<file path="config.mk">
export PLATFORM = sky130hd
export DESIGN_NAME = multicycle_main_fsm
export DESIGN_NICKNAME = d
export VERILOG_FILES = /design/src/rtl/control_pkg.sv /design/src/rtl/imm_src_decoder.sv /design/src/rtl/multicycle_main_fsm.sv
export SDC_FILE = /design/constraint.sdc
export NUM_CORES = 1
export LEC_CHECK = 0
export CAP_MARGIN = 20
export CORE_UTILIZATION = 40
export CTS_BUF_LIST = sky130_fd_sc_hd__clkbuf_16
export CTS_CLUSTER_DIAMETER = 100
export DETAILED_ROUTE_END_ITERATION = 8
export PLACE_DENSITY = 0.78
export SKIP_LAST_GASP = 1
export SLEW_MARGIN = 25
export SYNTH_ARGS = -nofsm -noshare
export SYNTH_HDL_FRONTEND = slang
export SYNTH_HIERARCHICAL = 1
export SYNTH_SLANG_ARGS = --single-unit
</file>
<file path="constraint.sdc">
create_clock -name clk -period 1.8 [get_ports clk]
set_clock_uncertainty 0.2 [all_clocks]
set_input_delay 0.36 -clock clk [delete_from_list [all_inputs] [get_ports clk]]
set_output_delay 0.36 -clock clk [all_outputs]
set_load 0.02 [all_outputs]
</file>
<file path="src/rtl/control_pkg.sv">
// Shared encodings for the multicycle control unit: FSM states, RV32I opcodes
// and the datapath mux / ALU-control codes driven by the main FSM.
package control_pkg;

    typedef enum logic [3:0] {
        FETCH,
        DECODE,
        MEMADR,
        MEMREAD,
        MEMWB,
        MEMWRITE,
        EXECUTER,
        EXECUTEI,
        LUI,
        ALUWB,
        BRANCH,
        JALR_ADR,
        JUMP,
        TRAP
    } state_t;

    localparam logic [6:0] OP_LOAD   = 7'b0000011;
    localparam logic [6:0] OP_STORE  = 7'b0100011;
    localparam logic [6:0] OP_RTYPE  = 7'b0110011;
    localparam logic [6:0] OP_ITYPE  = 7'b0010011;
    localparam logic [6:0] OP_BRANCH = 7'b1100011;
    localparam logic [6:0] OP_JAL    = 7'b1101111;
    localparam logic [6:0] OP_JALR   = 7'b1100111;
    localparam logic [6:0] OP_LUI    = 7'b0110111;
    localparam logic [6:0] OP_AUIPC  = 7'b0010111;

    localparam logic [1:0] SRCA_PC    = 2'b00;
    localparam logic [1:0] SRCA_OLDPC = 2'b01;
    localparam logic [1:0] SRCA_RS1   = 2'b10;

    localparam logic [1:0] SRCB_RS2  = 2'b00;
    localparam logic [1:0] SRCB_IMM  = 2'b01;
    localparam logic [1:0] SRCB_FOUR = 2'b10;

    localparam logic [1:0] RES_ALUOUT    = 2'b00;
    localparam logic [1:0] RES_DATA      = 2'b01;
    localparam logic [1:0] RES_ALURESULT = 2'b10;

    localparam logic [2:0] IMM_I = 3'b000;
    localparam logic [2:0] IMM_S = 3'b001;
    localparam logic [2:0] IMM_B = 3'b010;
    localparam logic [2:0] IMM_U = 3'b011;
    localparam logic [2:0] IMM_J = 3'b100;

    localparam logic [2:0] ALUOP_ADD    = 3'b000;
    localparam logic [2:0] ALUOP_BRANCH = 3'b001;
    localparam logic [2:0] ALUOP_FUNCT  = 3'b010;
    localparam logic [2:0] ALUOP_PASSB  = 3'b100;

endpackage

</file>
<file path="src/rtl/imm_src_decoder.sv">
// Combinational opcode -> immediate-format select for the immediate extender.
module imm_src_decoder
    import control_pkg::*;
#(
    parameter int OP_WIDTH      = 7,
    parameter int IMM_SRC_WIDTH = 3
) (
    input  logic [OP_WIDTH-1:0]      op,
    output logic [IMM_SRC_WIDTH-1:0] imm_src
);

    always_comb begin
        case (op)
            OP_LOAD, OP_ITYPE, OP_JALR: imm_src = IMM_I;
            OP_STORE:                   imm_src = IMM_S;
            OP_BRANCH:                  imm_src = IMM_B;
            OP_LUI, OP_AUIPC:           imm_src = IMM_U;
            OP_JAL:                     imm_src = IMM_J;
            default:                    imm_src = IMM_I;
        endcase
    end

endmodule

</file>
<file path="src/rtl/multicycle_main_fsm.sv">
// Multicycle RV32I main control FSM sequencing fetch/decode/execute over a shared ALU
// and one memory port. Define MEM_WAIT_EN to honour MemReady stalls; otherwise memory is single-cycle.
module multicycle_main_fsm
    import control_pkg::*;
#(
    parameter int OP_WIDTH      = 7,
    parameter int IMM_SRC_WIDTH = 3,
    parameter int ALU_OP_WIDTH  = 3
) (
    input  logic                     clk,
    input  logic                     rst,
    input  logic [OP_WIDTH-1:0]      op,
    input  logic                     MemReady,
    output logic                     PCUpdate,
    output logic                     Branch,
    output logic                     Jump,
    output logic                     IRWrite,
    output logic                     AdrSrc,
    output logic                     MemRead,
    output logic                     MemWrite,
    output logic                     RegWrite,
    output logic [1:0]               ALUSrcA,
    output logic [1:0]               ALUSrcB,
    output logic [1:0]               ResultSrc,
    output logic [IMM_SRC_WIDTH-1:0] ImmSrc,
    output logic [ALU_OP_WIDTH-1:0]  ALUOp,
    output logic                     InstrDone,
    output logic                     Illegal
);

    state_t state;
    logic   mem_ready;

`ifdef MEM_WAIT_EN
    assign mem_ready = MemReady;
`else
    logic unused_mem_ready;
    assign unused_mem_ready = MemReady;
    assign mem_ready        = 1'b1;
`endif

    imm_src_decoder #(
        .OP_WIDTH      (OP_WIDTH),
        .IMM_SRC_WIDTH (IMM_SRC_WIDTH)
    ) u_imm_src_decoder (
        .op      (op),
        .imm_src (ImmSrc)
    );

    // NOTE: async reset and next-state share one block; sequential state uses <= only.
    always_ff @(posedge clk or posedge rst) begin
        if (rst) begin
            state   <= FETCH;
            Illegal <= 1'b0;
        end else begin
            case (state)
                FETCH:    if (mem_ready) state <= DECODE;
                DECODE: begin
                    case (op)
                        OP_LOAD, OP_STORE: state <= MEMADR;
                        OP_RTYPE:          state <= EXECUTER;
                        OP_ITYPE:          state <= EXECUTEI;
                        OP_BRANCH:         state <= BRANCH;
                        OP_JAL:            state <= JUMP;
                        OP_JALR:           state <= JALR_ADR;
                        OP_LUI:            state <= LUI;
                        OP_AUIPC:          state <= ALUWB;
                        default: begin
                            state   <= TRAP;
                            Illegal <= 1'b1;
                        end
                    endcase
                end
                MEMADR:   state <= op[5] ? MEMWRITE : MEMREAD;
                MEMREAD:  if (mem_ready) state <= MEMWB;
                MEMWRITE: if (mem_ready) state <= FETCH;
                EXECUTER, EXECUTEI, LUI: state <= ALUWB;
                JALR_ADR: state <= JUMP;
                JUMP:     state <= ALUWB;
                MEMWB, ALUWB, BRANCH: state <= FETCH;
                TRAP:     state <= TRAP;
                default:  state <= FETCH;
            endcase
        end
    end

    // Moore decode plus the MemReady-gated Mealy terms of the memory states.
    // NOTE: every output gets a default first so no latch is inferred.
    always_comb begin
        PCUpdate  = 1'b0;
        Branch    = 1'b0;
        Jump      = 1'b0;
        IRWrite   = 1'b0;
        AdrSrc    = 1'b0;
        MemRead   = 1'b0;
        MemWrite  = 1'b0;
        RegWrite  = 1'b0;
        ALUSrcA   = SRCA_PC;
        ALUSrcB   = SRCB_RS2;
        ResultSrc = RES_ALUOUT;
        ALUOp     = ALUOP_ADD;
        InstrDone = 1'b0;
        case (state)
            FETCH: begin
                MemRead   = 1'b1;
                ALUSrcB   = SRCB_FOUR;
                ResultSrc = RES_ALURESULT;
                IRWrite   = mem_ready;
                PCUpdate  = mem_ready;
            end
            DECODE: begin
                ALUSrcA = SRCA_OLDPC;
                ALUSrcB = SRCB_IMM;
            end
            MEMADR, JALR_ADR: begin
                ALUSrcA = SRCA_RS1;
                ALUSrcB = SRCB_IMM;
            end
            MEMREAD: begin
                MemRead = 1'b1;
                AdrSrc  = 1'b1;
            end
            MEMWB: begin
                ResultSrc = RES_DATA;
                RegWrite  = 1'b1;
                InstrDone = 1'b1;
            end
            MEMWRITE: begin
                MemWrite  = 1'b1;
                AdrSrc    = 1'b1;
                InstrDone = mem_ready;
            end
            EXECUTER: begin
                ALUSrcA = SRCA_RS1;
                ALUOp   = ALUOP_FUNCT;
            end
            EXECUTEI: begin
                ALUSrcA = SRCA_RS1;
                ALUSrcB = SRCB_IMM;
                ALUOp   = ALUOP_FUNCT;
            end
            LUI: begin
                ALUSrcB = SRCB_IMM;
                ALUOp   = ALUOP_PASSB;
            end
            ALUWB: begin
                RegWrite  = 1'b1;
                InstrDone = 1'b1;
            end
            BRANCH: begin
                ALUSrcA   = SRCA_RS1;
                ALUOp     = ALUOP_BRANCH;
                Branch    = 1'b1;
                InstrDone = 1'b1;
            end
            JUMP: begin
                PCUpdate = 1'b1;
                Jump     = 1'b1;
                ALUSrcA  = SRCA_OLDPC;
                ALUSrcB  = SRCB_FOUR;
            end
            default: ;
        endcase
    end

endmodule

</file>
==> impl_metrics.csv <==
group,metric,value,unit
run_status,run_status,"finished, violations left",
run_status,violations,"setup timing",
finish,synthToLayoutAreaGrowth,116,%
sta,setup-violations-final,21,
finish,fin_util,95.4,%
sta,fin_tns_setup,-3040,ps
place,place_ws,-1010,ps
setup_path,worst_setup_path_end_kind,"primary output",
setup_path,crit_buf_inv,3,
synth,synth-seq-cells,5,
finish,final_cells,179,
finish,layout-drive-gt1-share,62.6,%
hold_path,worstHoldPathType,"in2async",
pwr,clkPwrFrac,14.6,%
global_route,grt_overflow,0,
place,placed_area,1200,um^2
floorplan,die_w,43.2,um
pwr,p_total,2.51,mW
cts,cts_max_path_buffers,2,
place,portBuffers,30,
finish,final_area,1470,um^2
sta,relSlewSlack,79.6,%
synth,yosysWarnings,6,
setup_path,crit_type,"reg2out",
floorplan,io_pins,32,
pwr,p_leak,0.686,nW
detailed_routing,ant_nets,0,
sta,rsz0062_at_grt,"yes",
global_route,grt_usage,30.0,%
cts,clkLatencyLatePin,230,ps
detailed_routing,drt-total-wl,3960,um
setup_path,worstPathRequired,1240,ps
finish,n_antenna_cell,0,
sta,fin_crit_sh,116,%
floorplan,dieHeight,43.2,um
sta,setup_ws,-297,ps
pwr,combPwrFrac,75.8,%
sta,drv_slew,0,
synth,ys_seq_area_share,18.4,%
synth,yosysTopAreaCell,"dfrtp_1",
global_route,antenna_found_initial,0,
cts,cts.clk_slew.worst_paths,40,ps
global_route,grt_pass1_vias,909,
synth,netlist.area_leader.share,18.4,%
detailed_routing,num_vias,1183,
pwr,switching_share,46.3,%
floorplan,core_area,1540,um^2
flow_run,cap_violations,0,
global_route,grt_first_pass_wirelength,4250,um
synth,avgSynthCellArea,7.15,um^2
place,dp_cells,161,
detailed_routing,vias_per_cell,6.61,
floorplan,start_util,44.1,%
cts,root_buffer,"clkbuf_16",
setup_path,startpoint_type,"flop",
pwr,pwr-share-seq,9.6,%
detailed_routing,drtIter0Drc,126,
cts,cts_sinks,5,
detailed_routing,wl_per_cell,22.1,um
synth,ys_types,41,
sta,fmax,477,MHz
floorplan,std_cell_rows,14,
setup_path,cp_slowest_cell,"dfrtp_2",
place,hpwlAfterDp,1820,um
synth,synth_area,679,um^2
sta,whs,156,ps
sta,tightest_slew,303,ps
cts,numCtsBuffers,3,
pwr,power_density,1710,nW/um^2
place,gp_congestion,0.826,
setup_path,crit_fanout,10,
pwr,p_switching,1.16,mW
floorplan,dieArea,1870,um^2
setup_path,worst_path_most_repeated_cell,"buf_4",
setup_path,path_cells,"buf_4 > buf_6 > xnor2_1 > nor3b_2 > buf_4",
synth,netlist_top_cells_area,"dfrtp_1 18%, nor2_1 9.4%, nand2_1 5.0%",
setup_path,reg2reg_slack,40,ps
global_route,grt_max_degree,11,
synth,synthCells,95,
synth,syn-num-nets,105,
detailed_routing,firstDrtPassIters,5,
setup_path,arrival,1540,ps
pwr,vdd_drop_max,1.41,mV
cts,cts.htree.levels,1,
cts,cts_tree,"yes",
detailed_routing,route.detailed.drc,0,
finish,nNetsFinal,174,
pwr,internal_power,1.35,mW
sta,finalCriticalPeriod,2100,ps
setup_path,max_stage_delay,480,ps
setup_path,cp_top_family,"flip-flops",
sta,hold_viol,0,
[timing repair]
action,in CTS,in global routing
resized for setup,131,37
hold buffers,0,0
buffers inserted,4,12
pin swaps,7,7
setup endpoints to repair,25,20
[flip-flops by register name, indices dropped and copies added (netlist names)]
register and count:
state 4, Illegal 1
[worst paths after layout]
kind	start	end	depth (start not counted)
setup / recovery	state[1]	AdrSrc	5
hold / removal	rst	state[0]	2
setup reg to reg	state[1]	state[3]	6
hold reg to reg	Illegal	Illegal	1
max in group asynchronous	rst	state[2]	2
min in group clk	Illegal	Illegal	1
[cell type report]
| class | instances | area (um^2) |
|---|---|---|
| clock buffers | 3 | 75.1 |
| clock inverters | 1 | 3.75 |
| fillers | 40 | 71.3 |
| inverters | 2 | 7.51 |
| multi-input cells | 80 | 641 |
| flip-flops and latches | 5 | 130 |
| well taps | 16 | 20.0 |
| repair buffers | 72 | 593 |
[cell usage after synthesis]
cell,n
nand4b_1,1
nand4bb_1,1
o31a_1,1
buf_2,3
nor2_1,17
a211o_1,1
o21ai_0,2
dfrtp_1,5
nand2_1,9
and2_1,1
nor4_1,1
o211a_1,2
o21ai_1,3
xor2_1,1
nor4_2,1
nand2b_1,2
nor2b_1,4
a21oi_1,4
a31oi_1,1
nand3_1,1
and2_4,1
clkbuf_1,1
nor3b_1,2
nor3_1,5
buf_6,1
or2_1,1
nand3b_1,3
or3_1,1
o22ai_1,1
nand2b_4,1
and2b_4,1
or3b_1,1
a2111oi_2,1
o32a_1,1
inv_1,2
xnor2_1,2
a22o_1,1
a22oi_1,2
o21bai_1,2
buf_4,3
a211oi_1,1
[per-layer routing]
| layer | up-vias | share of wire, % | GRT usage (%) |
|---|---|---|---|
| li1 | 474 | - | - |
| met1 | 529 | 34 | 36.5 |
| met2 | 137 | 48 | 49.6 |
| met3 | 43 | 10 | 5.96 |
| met4 | 0 | 7.8 | 15.2 |
| met5 | - | 0 | 0 |
[cell families after synthesis]
| logic type | Yosys count | synth area share [%] |
|---|---|---|
| compound gates | 23 | 24.5 |
| xor+xnor | 3 | 3.87 |
| buf+inv | 10 | 8.84 |
| flops | 5 | 18.4 |
| simple gates | 54 | 44.4 |
[placed cells by master, fill, tap and decap left out, types with 3 or more instances in the layout]
master,instances
buf_4,50
buf_6,13
nor2_1,10
nand2_1,6
nor2_4,5
dfrtp_2,4
nand2b_4,3
nor2b_1,3
nand3b_1,3
o21ai_1,3
a21oi_1,3
clkbuf_16,3
dlygate4sd2_1,3
buf_2,3
[power groups by stage]
stage / Clock (mW) / Sequential, mW / Combinational, mW
final: 0.368 / 0.240 / 1.90
after global routing: 0.374 / 0.238 / 1.97
after CTS: 0.364 / 0.219 / 1.41
after detailed placement: 0 / 0.211 / 1.35
after global placement: 0 / 0.211 / 1.31
after floorplan: 0 / 0.169 / 0.825
No activity file was read; power rests on OpenSTA's default activity.
